`src/rtl/fir_result_serializer_if.sv`:
```
// Handshake bundle between the FIR datapath, the result serializer and the off-chip host.
`default_nettype none

interface fir_result_serializer_if #(
    parameter int IN_W = 20
);
    logic [IN_W-1:0] in_data;
    logic            in_valid;
    logic            in_ready;
    logic [7:0]      out_byte;
    logic            out_valid;
    logic            out_last;
    logic            host_ack;

    modport slave (
        input  in_data, in_valid, host_ack,
        output in_ready, out_byte, out_valid, out_last
    );

    modport master (
        output in_data, in_valid, host_ack,
        input  in_ready, out_byte, out_valid, out_last
    );
endinterface

`default_nettype wire

```
`src/rtl/fir_result_serializer.sv`:
```
// Rounds/saturates FIR results to 16 bits, queues them in a 2-deep FIFO and
// streams each word MSB-first as two bytes over a 4-phase req/ack link.
`default_nettype none

module fir_result_serializer #(
    parameter int IN_W  = 20,
    parameter int SHIFT = 4
) (
    input  logic                     clk,
    input  logic                     rst_n,
    fir_result_serializer_if.slave   bus,
    output logic                     sat_flag,
    input  logic                     clr_sat
);
    typedef enum logic [1:0] {
        S_IDLE    = 2'd0,
        S_PRESENT = 2'd1,
        S_WAITLOW = 2'd2
    } state_t;

    localparam logic signed [IN_W:0] RND  = (IN_W+1)'(2 ** (SHIFT - 1));
    localparam logic signed [IN_W:0] MAXV = (IN_W+1)'(32767);
    localparam logic signed [IN_W:0] MINV = (IN_W+1)'(-32768);

    // One guard bit keeps the rounding add from overflowing.
    logic signed [IN_W:0] t_ext, t_sum, t_shr;
    logic                 sat_hi, sat_lo, sat_any;
    logic [15:0]          rounded;

    assign t_ext   = {bus.in_data[IN_W-1], bus.in_data};
    assign t_sum   = t_ext + RND;
    assign t_shr   = t_sum >>> SHIFT;
    assign sat_hi  = t_shr > MAXV;
    assign sat_lo  = t_shr < MINV;
    assign sat_any = sat_hi | sat_lo;
    assign rounded = sat_hi ? 16'h7FFF : (sat_lo ? 16'h8000 : t_shr[15:0]);

    logic [15:0] fifo_q [2];
    logic        wr_ptr_q, rd_ptr_q;
    logic [1:0]  count_q, count_d;
    logic        in_ready_q;
    logic        accept, pop;
    logic        sat_q, sat_d;
    logic        ack_meta_q, ack_s_q;

    state_t      state_q, state_d;
    logic        idx_q, idx_d;
    logic [15:0] word_q, word_d;
    logic [7:0]  out_byte_q, out_byte_d;
    logic        out_valid_q, out_valid_d;
    logic        out_last_q, out_last_d;

    assign accept = bus.in_valid && in_ready_q;

    always_comb begin
        count_d = count_q;
        if (accept && !pop)
            count_d = count_q + 2'd1;
        else if (!accept && pop)
            count_d = count_q - 2'd1;
    end

    always_comb begin
        sat_d = sat_q;
        if (accept && sat_any)
            sat_d = 1'b1;
        else if (clr_sat)
            sat_d = 1'b0;
    end

    always_ff @(posedge clk) begin
        if (accept)
            fifo_q[wr_ptr_q] <= rounded;
    end

    always_comb begin
        state_d     = state_q;
        idx_d       = idx_q;
        word_d      = word_q;
        pop         = 1'b0;
        out_byte_d  = out_byte_q;
        out_valid_d = 1'b0;
        out_last_d  = 1'b0;
        case (state_q)
            S_IDLE: begin
                if (count_q != 2'd0) begin
                    pop     = 1'b1;
                    word_d  = fifo_q[rd_ptr_q];
                    idx_d   = 1'b0;
                    state_d = S_PRESENT;
                end
            end
            S_PRESENT: begin
                // Outputs are registered, so request drops on the same edge ack_s is seen.
                out_byte_d  = idx_q ? word_q[7:0] : word_q[15:8];
                out_valid_d = !ack_s_q;
                out_last_d  = !ack_s_q && idx_q;
                if (ack_s_q)
                    state_d = S_WAITLOW;
            end
            S_WAITLOW: begin
                if (!ack_s_q) begin
                    if (!idx_q) begin
                        idx_d   = 1'b1;
                        state_d = S_PRESENT;
                    end else begin
                        state_d = S_IDLE;
                    end
                end
            end
            default: state_d = S_IDLE;
        endcase
    end

    always_ff @(posedge clk or negedge rst_n) begin
        if (!rst_n) begin
            wr_ptr_q    <= 1'b0;
            rd_ptr_q    <= 1'b0;
            count_q     <= 2'd0;
            in_ready_q  <= 1'b0;
            sat_q       <= 1'b0;
            ack_meta_q  <= 1'b0;
            ack_s_q     <= 1'b0;
            state_q     <= S_IDLE;
            idx_q       <= 1'b0;
            word_q      <= 16'h0000;
            out_byte_q  <= 8'h00;
            out_valid_q <= 1'b0;
            out_last_q  <= 1'b0;
        end else begin
            if (accept)
                wr_ptr_q <= ~wr_ptr_q;
            if (pop)
                rd_ptr_q <= ~rd_ptr_q;
            count_q     <= count_d;
            in_ready_q  <= (count_d != 2'd2);
            sat_q       <= sat_d;
            ack_meta_q  <= bus.host_ack;
            ack_s_q     <= ack_meta_q;
            state_q     <= state_d;
            idx_q       <= idx_d;
            word_q      <= word_d;
            out_byte_q  <= out_byte_d;
            out_valid_q <= out_valid_d;
            out_last_q  <= out_last_d;
        end
    end

    assign bus.in_ready  = in_ready_q;
    assign bus.out_byte  = out_byte_q;
    assign bus.out_valid = out_valid_q;
    assign bus.out_last  = out_last_q;
    assign sat_flag      = sat_q;
endmodule

`default_nettype wire

```
`src/flat_wrapper.sv`:
```
// flat-port wrapper written by rule: the top's interface ports become plain ports
module fir_result_serializer_flat 
#(
    parameter int IN_W  = 20,
    parameter int SHIFT = 4
)
  (clk, rst_n, sat_flag, clr_sat, bus_in_data, bus_in_valid, bus_host_ack, bus_in_ready, bus_out_byte, bus_out_valid, bus_out_last);
  fir_result_serializer_if #(.IN_W(IN_W)) bus_i ();
  input  logic clk;
  input  logic rst_n;
  output logic sat_flag;
  input  logic clr_sat;
  input wire logic [$bits(bus_i.in_data)-1:0] bus_in_data;
  input wire logic [$bits(bus_i.in_valid)-1:0] bus_in_valid;
  input wire logic [$bits(bus_i.host_ack)-1:0] bus_host_ack;
  output wire logic [$bits(bus_i.in_ready)-1:0] bus_in_ready;
  output wire logic [$bits(bus_i.out_byte)-1:0] bus_out_byte;
  output wire logic [$bits(bus_i.out_valid)-1:0] bus_out_valid;
  output wire logic [$bits(bus_i.out_last)-1:0] bus_out_last;
  assign bus_i.in_data = bus_in_data;
  assign bus_i.in_valid = bus_in_valid;
  assign bus_i.host_ack = bus_host_ack;
  assign bus_in_ready = bus_i.in_ready;
  assign bus_out_byte = bus_i.out_byte;
  assign bus_out_valid = bus_i.out_valid;
  assign bus_out_last = bus_i.out_last;
  fir_result_serializer #(.IN_W(IN_W), .SHIFT(SHIFT)) u_core (.clk(clk), .rst_n(rst_n), .bus(bus_i), .sat_flag(sat_flag), .clr_sat(clr_sat));
endmodule
```
`config.mk`:
```
export PLATFORM = sky130hd
export DESIGN_NAME = fir_result_serializer_flat
export DESIGN_NICKNAME = d
export VERILOG_FILES = /design/src/rtl/fir_result_serializer_if.sv /design/src/rtl/fir_result_serializer.sv /design/src/flat_wrapper.sv
export SDC_FILE = /design/constraint.sdc
export NUM_CORES = 1
export LEC_CHECK = 0
export ABC_AREA = 1
export BUFFER_PORTS_ARGS = -buffer_cell sky130_fd_sc_hd__buf_2
export CAP_MARGIN = 10
export CORE_MARGIN = 1.5
export CORE_UTILIZATION = 52
export CTS_BUF_LIST = sky130_fd_sc_hd__clkbuf_16
export DETAILED_ROUTE_END_ITERATION = 8
export PLACE_DENSITY = 0.74
export SLEW_MARGIN = 25
export SYNTH_ARGS = -nofsm -noshare
export SYNTH_HDL_FRONTEND = slang
export SYNTH_SLANG_ARGS = --single-unit
```
`constraint.sdc`:
```
create_clock -name clk -period 1.6 [get_ports clk]
set_input_delay 0.08 -clock clk [delete_from_list [all_inputs] [get_ports clk]]
set_output_delay 0.08 -clock clk [all_outputs]
set_load 0.02 [all_outputs]
```
==> impl_metrics.json <==
{
  "synth_edf_count": 32,
  "io_pins": 37,
  "synth.top_cell.area_share_pct": 30.7,
  "fin_util_pct": 63.0,
  "ys_warn_count": 0,
  "status": "finished clean",
  "clkLatencyLatePin_ns": 0.32,
  "fin_nets": 389,
  "leakage_nw": 1.63,
  "required_ns": 1.80,
  "grt_usage_pct": 19.3,
  "wire_per_inst_um": 12.5,
  "cts_tree": "built",
  "synth.distinct_cells": 28,
  "num_vias": 2231,
  "diodes": 0,
  "worstMarginPinSlew_ns": 0.482,
  "drt-vias-per-instance": 5.05,
  "ant_nets": 0,
  "setup_viol": 0,
  "cts.sinks": 69,
  "place_hpwl_um": 3860,
  "antenna_found_initial": 0,
  "synth_commonest_cells": "72 x nand2_1, 39 x nor2_1, 37 x dfrtp_1",
  "die_area_sq_um": 6500,
  "start_util_pct": 53.2,
  "port_buffers": 33,
  "area_growth_pct": 18.4,
  "syn-cell-area_sq_um": 3130,
  "fp.coreArea_sq_um": 5890,
  "hold_path_class": "input port to flop",
  "die_y_um": 80.6,
  "cts_setup_buffers": 0,
  "slew_headroom_pct": 67.8,
  "place_area_sq_um": 3380,
  "finalCriticalPeriod_ns": 1.44,
  "synthFlopType": "dfrtp_1",
  "cts-root-buf": "clkbuf_16",
  "grt_pass1_vias": 2135,
  "avgSynthCellArea_sq_um": 9.85,
  "pwr_density_cell_nw_per_um2": 1810,
  "syn-num-nets": 345,
  "grt_max_degree": 38,
  "total_power_mw": 6.72,
  "async_flop_share_pct": 53.6,
  "start_kind": "flop",
  "max_freq_ghz": 0.696,
  "synth-seq-area-share_pct": 60.2,
  "yosysMostFrequentCell": "nand2_1",
  "gp_congestion": 0.790,
  "drive_above_1_share_pct": 23.4,
  "rows": 28,
  "period_share_pct": 89.8,
  "crit_type": "flop to flop",
  "synth_cells": 318,
  "first_iter_violations": 164,
  "synth_top_cell_by_area": "edfxtp_1",
  "drc": 0,
  "die_w_um": 80.6,
  "drt_first_pass_iters": 5,
  "yosys-top-cells-area": "edfxtp_1 31%, dfrtp_1 30%, nand2_1 8.6%, nor2_1 4.7%, o21ai_0 3.4%",
  "seq_area_sq_um": 1890,
  "grt_first_pass_wirelength_um": 9510,
  "finalInstanceArea_sq_um": 3710,
  "hold_viol": 0,
  "hold-worst-slack_ns": 0.105,
  "crit_arrival_ns": 1.64,
  "synth-seq-cells": 69,
  "cts.path.max_buffers": 2,
  "fillers": 495,
  "skew_ns": 0.00451,
  "peakVddDrop_v": 0.00108,
  "grt_overflow_total": 0,
  "cap_violations": 0,
  "cts_buffers": 9,
  "path_clk_slew_ns": 0.05,
  "slew_violations": 0,
  "drt-total-wl_um": 5510,
  "htreeDepth": 3,
  "multi_input_area_sq_um": 1100,
  "crit_fanout": 2,
  "end_kind": "flop"
}
-- stage by stage --
stage / setup TNS, ns / setup WS (ns) / instances
floorplan: -2.57 / -0.0803 / 318
global placement: 0 / 0.0721 / 423
detailed placement: 0 / 0.0477 / 423
CTS: 0 / 0.147 / 442
global route: -0.0197 / -0.0197 / 442
finish: 0 / 0.163 / 442
-- layout by cell type (no fill, tap or decap), drive strengths merged, types with 3 or more instances in the layout --
| cell type | n |
|---|---|
| clkbuf | 9 |
| a31oi | 16 |
| inv | 27 |
| xor2 | 8 |
| nand4 | 3 |
| o21ai | 26 |
| nor2 | 46 |
| dlygate4sd3 | 3 |
| edfxtp | 32 |
| xnor2 | 3 |
| clkinv | 4 |
| buf | 39 |
| dfrtp | 37 |
| nor3 | 3 |
| nand3 | 11 |
| nand2 | 90 |
-- path summary, 6_finish.rpt --
| check | start | end | slack [ns] | depth (start not counted) |
|---|---|---|---|---|
| min reg2reg | u_core.ack_meta_q | u_core.ack_s_q | 0.36 | 0 |
| max | u_core.count_q[0] | u_core.bus.in_ready | 0.16 | 9 |
| min in group asynchronous | rst_n | u_core.word_q[5] | 0.33 | 3 |
| max in group asynchronous | rst_n | u_core.idx_q | 0.95 | 3 |
| min | bus_in_valid | u_core.wr_ptr_q | 0.11 | 3 |
| max reg2reg | u_core.count_q[0] | u_core.bus.in_ready | 0.16 | 9 |
-- flip-flops by register name, summed over array words and instances, names as in the netlist --
register              flops
u_core.bus.out_last       1
u_core.bus.out_byte       8
u_core.idx_q              1
u_core.bus.out_valid      1
u_core.word_q            16
u_core.rd_ptr_q           1
u_core.ack_meta_q         1
u_core.wr_ptr_q           1
u_core.fifo_q            32
u_core.ack_s_q            1
u_core.state_q            2
u_core.bus.in_ready       1
u_core.count_q            2
u_core.sat_flag           1
-- cell type report --
type | count | area share [%]
clock buffers | 9 | 6.07
clock inverters | 7 | 1.62
inverters | 26 | 2.63
multi-input cells | 214 | 29.8
flip-flops and latches | 69 | 50.9
well taps | 75 | 2.53
repair buffers | 42 | 6.48
-- layer usage --
layer / vias to the layer above / wire length, um / global-route usage [%]
met4: 0 / 129 / 9.14
met1: 1017 / 2510 / 24.3
met2: 55 / 2670 / 31.3
li1: 1144 / - / -
met5: - / 0 / 0
met3: 15 / 201 / 4.55
-- where the power goes --
part / total (mW) / leakage (nW) / internal (mW) / switching, mW
clock: 1.85 / 0.148 / 1.18 / 0.666
combinational: 2.08 / 0.760 / 0.710 / 1.37
sequential: 2.79 / 0.722 / 2.51 / 0.277
total: 6.72 / 1.63 / 4.40 / 2.32
-- worst max-delay path, cell delays in order (launching register included) --
cell and delay (ns):
dfrtp_1 0.31, inv_1 0.07, ha_1 0.25, nor2_4 0.13
inv_2 0.04, nor2_1 0.10, inv_1 0.06, nand2_2 0.08
xor2_2 0.18, nand2_1 0.08
-- repair_timing --
action	CTS	global route
gates resized for setup	0	2
endpoints found under the setup margin	0	2
hold buffers	3	0
endpoints found under the hold margin	39	0
-- cells by family (layout without fill, tap and decap cells) --
family | Yosys count | count (layout) | synth area share [%]
xor gates and xnor gates | 11 | 11 | 3.08
buffers and inverters | 35 | 84 | 4.83
AOI/OAI and AO/OA | 48 | 48 | 8.67
DFF | 69 | 69 | 60.2
adders and majority gates | 2 | 2 | 0.799
and+or+nand+nor | 153 | 153 | 22.4
No activity file was read; power rests on OpenSTA's default activity.
